<file path="src/rtl/secuenciador_unos.sv">
`default_nettype none
// ============================================================================
// Module   : secuenciador_unos
// Purpose  : Splits a wide word into 3-bit chunks, feeds each chunk to the
//            cuenta1 ones counter over a start/fin handshake, and sums the
//            returned counts into the word's total ones-count.
// Revision : 1.0  initial release
// ============================================================================
module secuenciador_unos #(
    parameter int NCHUNK  = 4,
    parameter int SUMW    = 4,
    parameter int TIMEOUT = 15
) (
    input  logic                clk,
    input  logic                reset,
    input  logic [3*NCHUNK-1:0] dato,
    input  logic                go,
    output logic                busy,
    output logic [2:0]          Valor,
    output logic                start,
    input  logic [3:0]          Cuenta,
    input  logic                fin,
    output logic [SUMW-1:0]     total,
    output logic                listo,
    output logic                error
);

    localparam int c_idx_w  = (NCHUNK > 1) ? $clog2(NCHUNK) : 1;
    localparam int c_wcnt_w = (TIMEOUT > 0) ? $clog2(TIMEOUT + 1) : 1;

    localparam logic [c_idx_w-1:0]  c_last_idx = c_idx_w'(NCHUNK - 1);
    localparam logic [c_idx_w-1:0]  c_idx_one  = c_idx_w'(1);
    localparam logic [c_wcnt_w-1:0] c_timeout  = c_wcnt_w'(TIMEOUT);
    localparam logic [c_wcnt_w-1:0] c_wcnt_one = c_wcnt_w'(1);

    typedef enum logic [2:0] {
        S_IDLE      = 3'd0,
        S_ISSUE     = 3'd1,
        S_WAIT_BUSY = 3'd2,
        S_WAIT_FIN  = 3'd3,
        S_ACUM      = 3'd4,
        S_DONE      = 3'd5
    } state_t;

    state_t                r_state;
    logic [3*NCHUNK-1:0]   r_dato;
    logic [c_idx_w-1:0]    r_idx;
    logic [c_wcnt_w-1:0]   r_wcnt;

    logic [2:0]            w_chunk [NCHUNK];
    logic [c_idx_w-1:0]    w_idx_nxt;
    logic                  w_timeout;
    logic                  w_cuenta_bad;

    generate
        for (genvar g = 0; g < NCHUNK; g++) begin : g_chunk
            assign w_chunk[g] = r_dato[3*g +: 3];
        end
    endgenerate

    assign w_idx_nxt    = r_idx + c_idx_one;
    assign w_timeout    = (r_wcnt == c_timeout);
    assign w_cuenta_bad = (Cuenta > 4'd3);

    // Outputs are registered: each is loaded on the transition into the state
    // where it must be visible, so start/listo last exactly one cycle.
    always_ff @(posedge clk) begin
        if (reset) begin
            r_state <= S_IDLE;
            r_dato  <= '0;
            r_idx   <= '0;
            r_wcnt  <= '0;
            busy    <= 1'b0;
            start   <= 1'b0;
            listo   <= 1'b0;
            error   <= 1'b0;
            total   <= '0;
            Valor   <= 3'd0;
        end else begin
            start <= 1'b0;
            listo <= 1'b0;
            case (r_state)
                S_IDLE: begin
                    if (go) begin
                        r_dato  <= dato;
                        total   <= '0;
                        error   <= 1'b0;
                        r_idx   <= '0;
                        Valor   <= dato[2:0];
                        start   <= 1'b1;
                        busy    <= 1'b1;
                        r_state <= S_ISSUE;
                    end
                end
                S_ISSUE: begin
                    r_wcnt  <= '0;
                    r_state <= S_WAIT_BUSY;
                end
                S_WAIT_BUSY: begin
                    if (!fin) begin
                        r_wcnt  <= '0;
                        r_state <= S_WAIT_FIN;
                    end else if (w_timeout) begin
                        error   <= 1'b1;
                        listo   <= 1'b1;
                        r_state <= S_DONE;
                    end else begin
                        r_wcnt <= r_wcnt + c_wcnt_one;
                    end
                end
                S_WAIT_FIN: begin
                    if (fin) begin
                        r_wcnt  <= '0;
                        r_state <= S_ACUM;
                    end else if (w_timeout) begin
                        error   <= 1'b1;
                        listo   <= 1'b1;
                        r_state <= S_DONE;
                    end else begin
                        r_wcnt <= r_wcnt + c_wcnt_one;
                    end
                end
                S_ACUM: begin
                    if (w_cuenta_bad) begin
                        error   <= 1'b1;
                        listo   <= 1'b1;
                        r_state <= S_DONE;
                    end else begin
                        // Cuenta <= 3 here, so the resize cannot lose bits
                        total <= total + SUMW'(Cuenta);
                        if (r_idx == c_last_idx) begin
                            listo   <= 1'b1;
                            r_state <= S_DONE;
                        end else begin
                            r_idx   <= w_idx_nxt;
                            Valor   <= w_chunk[w_idx_nxt];
                            start   <= 1'b1;
                            r_state <= S_ISSUE;
                        end
                    end
                end
                S_DONE: begin
                    busy    <= 1'b0;
                    r_state <= S_IDLE;
                end
                default: begin
                    busy    <= 1'b0;
                    r_state <= S_IDLE;
                end
            endcase
        end
    end

endmodule
`default_nettype wire

</file>
<file path="config.mk">
export PLATFORM = sky130hd
export DESIGN_NAME = secuenciador_unos
export DESIGN_NICKNAME = d
export VERILOG_FILES = /design/src/rtl/secuenciador_unos.sv
export SDC_FILE = /design/constraint.sdc
export NUM_CORES = 1
export LEC_CHECK = 0
export CORE_ASPECT_RATIO = 2
export CORE_MARGIN = 3
export CORE_UTILIZATION = 44
export CTS_CLUSTER_SIZE = 40
export DETAILED_ROUTE_END_ITERATION = 12
export GPL_TIMING_DRIVEN = 0
export PLACE_DENSITY = 0.69
export SYNTH_ARGS = -nofsm -noshare
export SYNTH_HDL_FRONTEND = slang
export SYNTH_SLANG_ARGS = --single-unit
</file>
<file path="constraint.sdc">
create_clock -name clk -period 1.7 [get_ports clk]
set_clock_uncertainty 0.05 [all_clocks]
set_input_delay 0.17 -clock clk [delete_from_list [all_inputs] [get_ports clk]]
set_output_delay 0.17 -clock clk [all_outputs]
set_load 0.1 [all_outputs]
</file>
==> Word level (Yosys, flattened, before mapping) <==
Cells that the tools add are included.
{ "word_totals": {"register_bits": 32, "elab_cells": 82} }
{ "classes": {"n_bitwise": 2, "eq_ne": 12, "add_sub_neg": 3, "n_reduce_logical": 10, "n_mux": 43, "order_cmp": 2} }
{ "ops": {"columns": ["cell", "count"], "rows": [
  ["$mux 3", 11],
  ["$mux 4", 5],
  ["$pmux 3 s5", 1],
  ["$mux 1", 14],
  ["$ne 2x2->1 const B", 6],
  ["$pmux 4 s3", 1],
  ["$pmux 4 s2", 1],
  ["$bmux 3 s2", 1],
  ["$eq 3x2->1 const B", 2],
  ["$mux 2", 3],
  ["$pmux 3 s2", 1],
  ["$reduce_and 5->1", 1],
  ["$add 4x1->4 const B", 1],
  ["$add 4x4->4", 1],
  ["$eq 4x4->1 const B", 1],
  ["$gt 4x2->1 const B", 1],
  ["$pmux 1 s2", 2],
  ["$pmux 1 s4", 1],
  ["$pmux 2 s2", 1],
  ["$reduce_and 2->1", 2],
  ["$reduce_and 4->1", 1],
  ["$reduce_bool 4->1", 1],
  ["$reduce_or 4->1", 1],
  ["$eq 3x1->1 const B", 1],
  ["other kinds (11)", 11]
]} }

==> Logic depth before layout (Yosys ltp) <==
{ "logic_depth": {"word_depth": 8, "ltp_mapped": 6, "depth_no_buf": 5} }

==> Worst setup path before layout <==
Ideal clock, no wire load.
{ "synth_path": {"kind": "register to register", "start": "register total[1]", "end": "register total[3]", "path_buffers": 0, "required_time_ns": 1.575, "path_slack_ns": -0.355, "period_less_slack_ns": 2.055, "path_stages_with_launch": 6, "arrival_ns": 1.930, "path_cell_list": "dfxtp_1 ha_1 a21o_1 a21oi_1 nand3_1 a31oi_1"} }
{ "synth_between": {"elab_chain_len": 3} }
{ "synth_lines": {"columns": ["item", "line_no", "rtl"], "rows": [
  ["start: declaration", "23", "output logic [SUMW-1:0] total,"],
  ["start signal: assignment", "130", "total <= total + SUMW'(Cuenta);"],
  ["$add 4x4->4", "130", null],
  ["$mux 4", "124", "if (w_cuenta_bad) begin"],
  ["$pmux 4 s2", "82", "case (r_state)"]
]} }
Every way passes these cells. The select of a mux whose other input is x is not followed.
A chain may end at the register's enable or synchronous reset.

==> Final worst setup path <==
{ "layout_path": {"start": "register Valor[0]", "end": "output Valor[0]"} }
{ "layout_lines": {"columns": ["item", "line_no", "rtl"], "rows": [
  ["start: declaration", "19", "output logic [2:0] Valor,"],
  ["start signal: assignment", "89", "Valor <= dato[2:0];"],
  ["start signal: assignment", "136", "Valor <= w_chunk[w_idx_nxt];"]
]} }
No word-level cell between the ends.

==> impl_metrics.py <==
metrics = {
    "pwr": {
        "power_frac_seq": 0.417,
        "p_comb_frac": 0.174,
        "leakagePower_uw": 0.0007302,
        "p_switching_uw": 536.8,
        "irDropWorstVdd_mv": 0.6962,
        "clkPwrFrac": 0.409,
        "power_density_nw_per_um2": 998.6,
        "p_int_uw": 1421,
        "swShare": 0.2742,
    },
    "critical_path": {
        "crit_family": "buffers and inverters",
        "r2r_setup_slack_ns": 0.04,
        "critPathKind": "reg2out",
        "path_depth": 1,
        "crit_fanout": 2,
        "cp-start-kind": "flip-flop",
        "crit_chain": "clkdlybuf4s15_1",
        "path_buf_inv": 1,
        "required_ns": 1.48,
        "cp-startpoint": "Valor[0]",
        "max_stage_delay_ns": 0.83,
        "cp_slowest_cell": "clkdlybuf4s15_1",
        "crit_end": "Valor[0]",
        "reg2reg_depth": 4,
        "arrival_ns": 1.45,
        "r2r_start": "r_idx[0]",
        "end_kind": "primary output",
        "r2r-end": "Valor[1]",
    },
    "flow_run": {
        "cap_viol_max_count": 0,
    },
    "synth": {
        "syn_nets": 199,
        "yosys.area.top_type_share": 0.4328,
        "async_reset_ff_frac": 0,
        "netlist_area_um2": 1480,
        "yosysMostFrequentCell": "nand2_1",
        "synth_edf_count": 0,
        "synth-seq-area-share": 0.4328,
        "ys_ff_latch": 32,
        "synthCells": 173,
        "ys_types": 35,
        "ys_top_cells_by_count": "nand2_1, dfxtp_1, a21oi_1",
        "synth_ff_type": "dfxtp_1",
        "synth_area_leaders": "dfxtp_1, a21oi_1, nand2_1, mux4_2, ha_1",
        "syn_area_per_cell_um2": 8.556,
        "synth_top_area_cell": "dfxtp_1",
        "ys_warn_count": 0,
    },
    "place": {
        "dp_hpwl_um": 2878,
        "placedCellCount": 234,
        "gp_congestion": 0.9031,
        "io_buffers": 30,
        "place_area_um2": 1823,
    },
    "cells_and_area": {
        "layout-drive-gt1-share": 0.1517,
        "diodes": 0,
        "seqCellArea_um2": 645.6,
        "instances_no_fill": 242,
        "final_nets": 236,
        "fin_area_um2": 1961,
        "syn_to_final_growth_pct": 32.46,
        "multi_input_area_um2": 809.5,
        "fill_cells": 303,
    },
    "drt": {
        "drt_pass1_iterations": 4,
        "met3_length_um": 184,
        "ant_nets": 0,
        "first_iter_violations": 69,
        "drc": 0,
        "wl_met1_um": 1468,
        "vias_per_cell": 5.843,
        "vias": 1414,
        "highest_layer": "met4",
        "avgRoutedWirePerCell_um": 16.15,
        "wl_met2_um": 2181,
        "wl_um": 3909,
    },
    "global_route": {
        "antenna_found_initial": 0,
        "grt_max_degree": 11,
        "grt-ovfl-total": 0,
        "grt_pass1_vias": 1391,
        "grt_pass1_wl_um": 5989,
        "grtUsageTotal": 0.2016,
    },
    "floorplanning": {
        "rows": 29,
        "die_height_um": 88.03,
        "io_pins": 31,
        "die_area_um2": 4138,
        "start_util": 0.4636,
        "die_w_um": 47.01,
        "core_um2": 3193,
    },
    "cts": {
        "cts_root_buf": "clkbuf_8",
        "cts_made_buffers": 5,
        "htree_levels": 2,
        "cts.clk_slew.worst_paths_ns": 0.07,
        "worstSkewPairLatency_ns": 0.28,
        "post_cts_buffers": 0,
        "clock_sinks": 32,
        "cts.path.max_buffers": 2,
        "cts_tree": "built",
        "ctsHoldBuffers": 0,
    },
    "outcome": {
        "outcome": "completed",
    },
    "timing": {
        "tns_ns": 0,
        "drv_slew": 0,
        "setup_violations": 0,
        "worst_pin_slew_ns": 0.9602,
        "max_freq_mhz": 597.5,
        "finalWorstPathRequiredPeriod_ns": 1.674,
        "finalHoldViolCount": 0,
        "relSlewSlack": 0.3624,
        "fin_crit_sh": 0.9845,
    },
    "min_path": {
        "min-delay-path-class": "in2reg",
    },
}
==> layout by cell type, fill, tap and decap left out, types with 2 or more instances in the layout <==
| cell type | count |
|---|---|
| or3_1 | 3 |
| clkbuf_1 | 3 |
| clkdlybuf4s15_2 | 2 |
| a221oi_1 | 4 |
| ha_1 | 4 |
| a211oi_1 | 2 |
| nand2b_1 | 2 |
| dfxtp_2 | 4 |
| dlygate4sd2_1 | 2 |
| clkbuf_8 | 7 |
| mux4_2 | 3 |
| inv_1 | 5 |
| nand3_1 | 8 |
| clkdlybuf4s15_1 | 4 |
| nand2_1 | 35 |
| dfxtp_1 | 28 |
| nor2_1 | 8 |
| o21ai_0 | 3 |
| o21ai_1 | 3 |
| a21o_1 | 2 |
| buf_2 | 5 |
| a21oi_1 | 28 |
| clkbuf_2 | 3 |
| clkdlybuf4s50_1 | 19 |
| nor2b_1 | 2 |
| nand3b_1 | 2 |
| a32oi_1 | 2 |
==> worst reg2reg max path: stages, from the launching register on <==
cell,delay (ns)
dfxtp_2,0.37
ha_4,0.18
nor4b_1,0.41
o21ai_2,0.21
a221oi_1,0.34
==> power groups by stage <==
stage	logic (uW)	clock network [uW]	registers, uW
after global routing	367	841	820
after floorplan	139	0	915
after CTS	339	806	815
after detailed placement	345	0	833
final	341	801	816
after global placement	337	0	831
==> stage by stage <==
stage	total power [uW]	setup WS [ns]	hold WS, ns	util
after floorplan	1054	0.01232	0.2115	-
after global placement	1168	-0.09137	0.3903	0.5709
after detailed placement	1178	-0.1232	0.4008	0.5709
after CTS	1961	0.0002603	0.3834	0.6097
after global routing	2028	-0.04272	0.4077	0.6140
final	1958	0.02627	0.3832	0.6140
==> repair_timing <==
| item | CTS | global route |
|---|---|---|
| pin swaps | 0 | 0 |
| resized for setup | 19 | 11 |
| gates cloned | 0 | 0 |
| setup endpoints to repair | 13 | 10 |
==> per-layer routing <==
metal	track usage	up-vias
li1	-	686
met2	0.3556	49
met5	0	-
met4	0.1134	0
met1	0.2013	669
met3	0.04733	10
==> cell families after synthesis <==
family / after synthesis / synth area share
mux: 3 / 0.04564
fa+ha+maj: 6 / 0.05579
flops: 32 / 0.4328
compound gates: 49 / 0.1978
xor+xnor: 2 / 0.01184
buf+inv: 13 / 0.03719
simple gates: 68 / 0.2189
==> how the worst min path moves through the flow <==
stage | start | to | slack [ns] | depth (start not counted)
floorplan | reset | r_state[1] | 0.21 | 1
global placement | r_dato[7] | r_dato[7] | 0.39 | 2
detailed placement | r_dato[7] | r_dato[7] | 0.40 | 2
CTS | dato[9] | r_dato[9] | 0.38 | 3
global route | dato[7] | r_dato[7] | 0.41 | 3
finish | dato[6] | r_dato[6] | 0.38 | 3
==> final cells by class <==
type | instances | area share
buffer | 8 | 0.01851
clock buffer | 7 | 0.04914
clock inverter | 1 | 0.01532
inverter | 5 | 0.009572
multi-input combinational | 128 | 0.4129
sequential | 32 | 0.3293
tap | 31 | 0.01978
timing repair buffer | 30 | 0.1455
==> state kept, by name (all words and copies together) (netlist names) <==
| signal | cells |
|---|---|
| Valor | 3 |
| error | 1 |
| busy | 1 |
| r_dato | 12 |
| r_state | 3 |
| r_idx | 2 |
| r_wcnt | 4 |
| start | 1 |
| total | 4 |
| listo | 1 |
No activity file was read; power rests on OpenSTA's default activity.
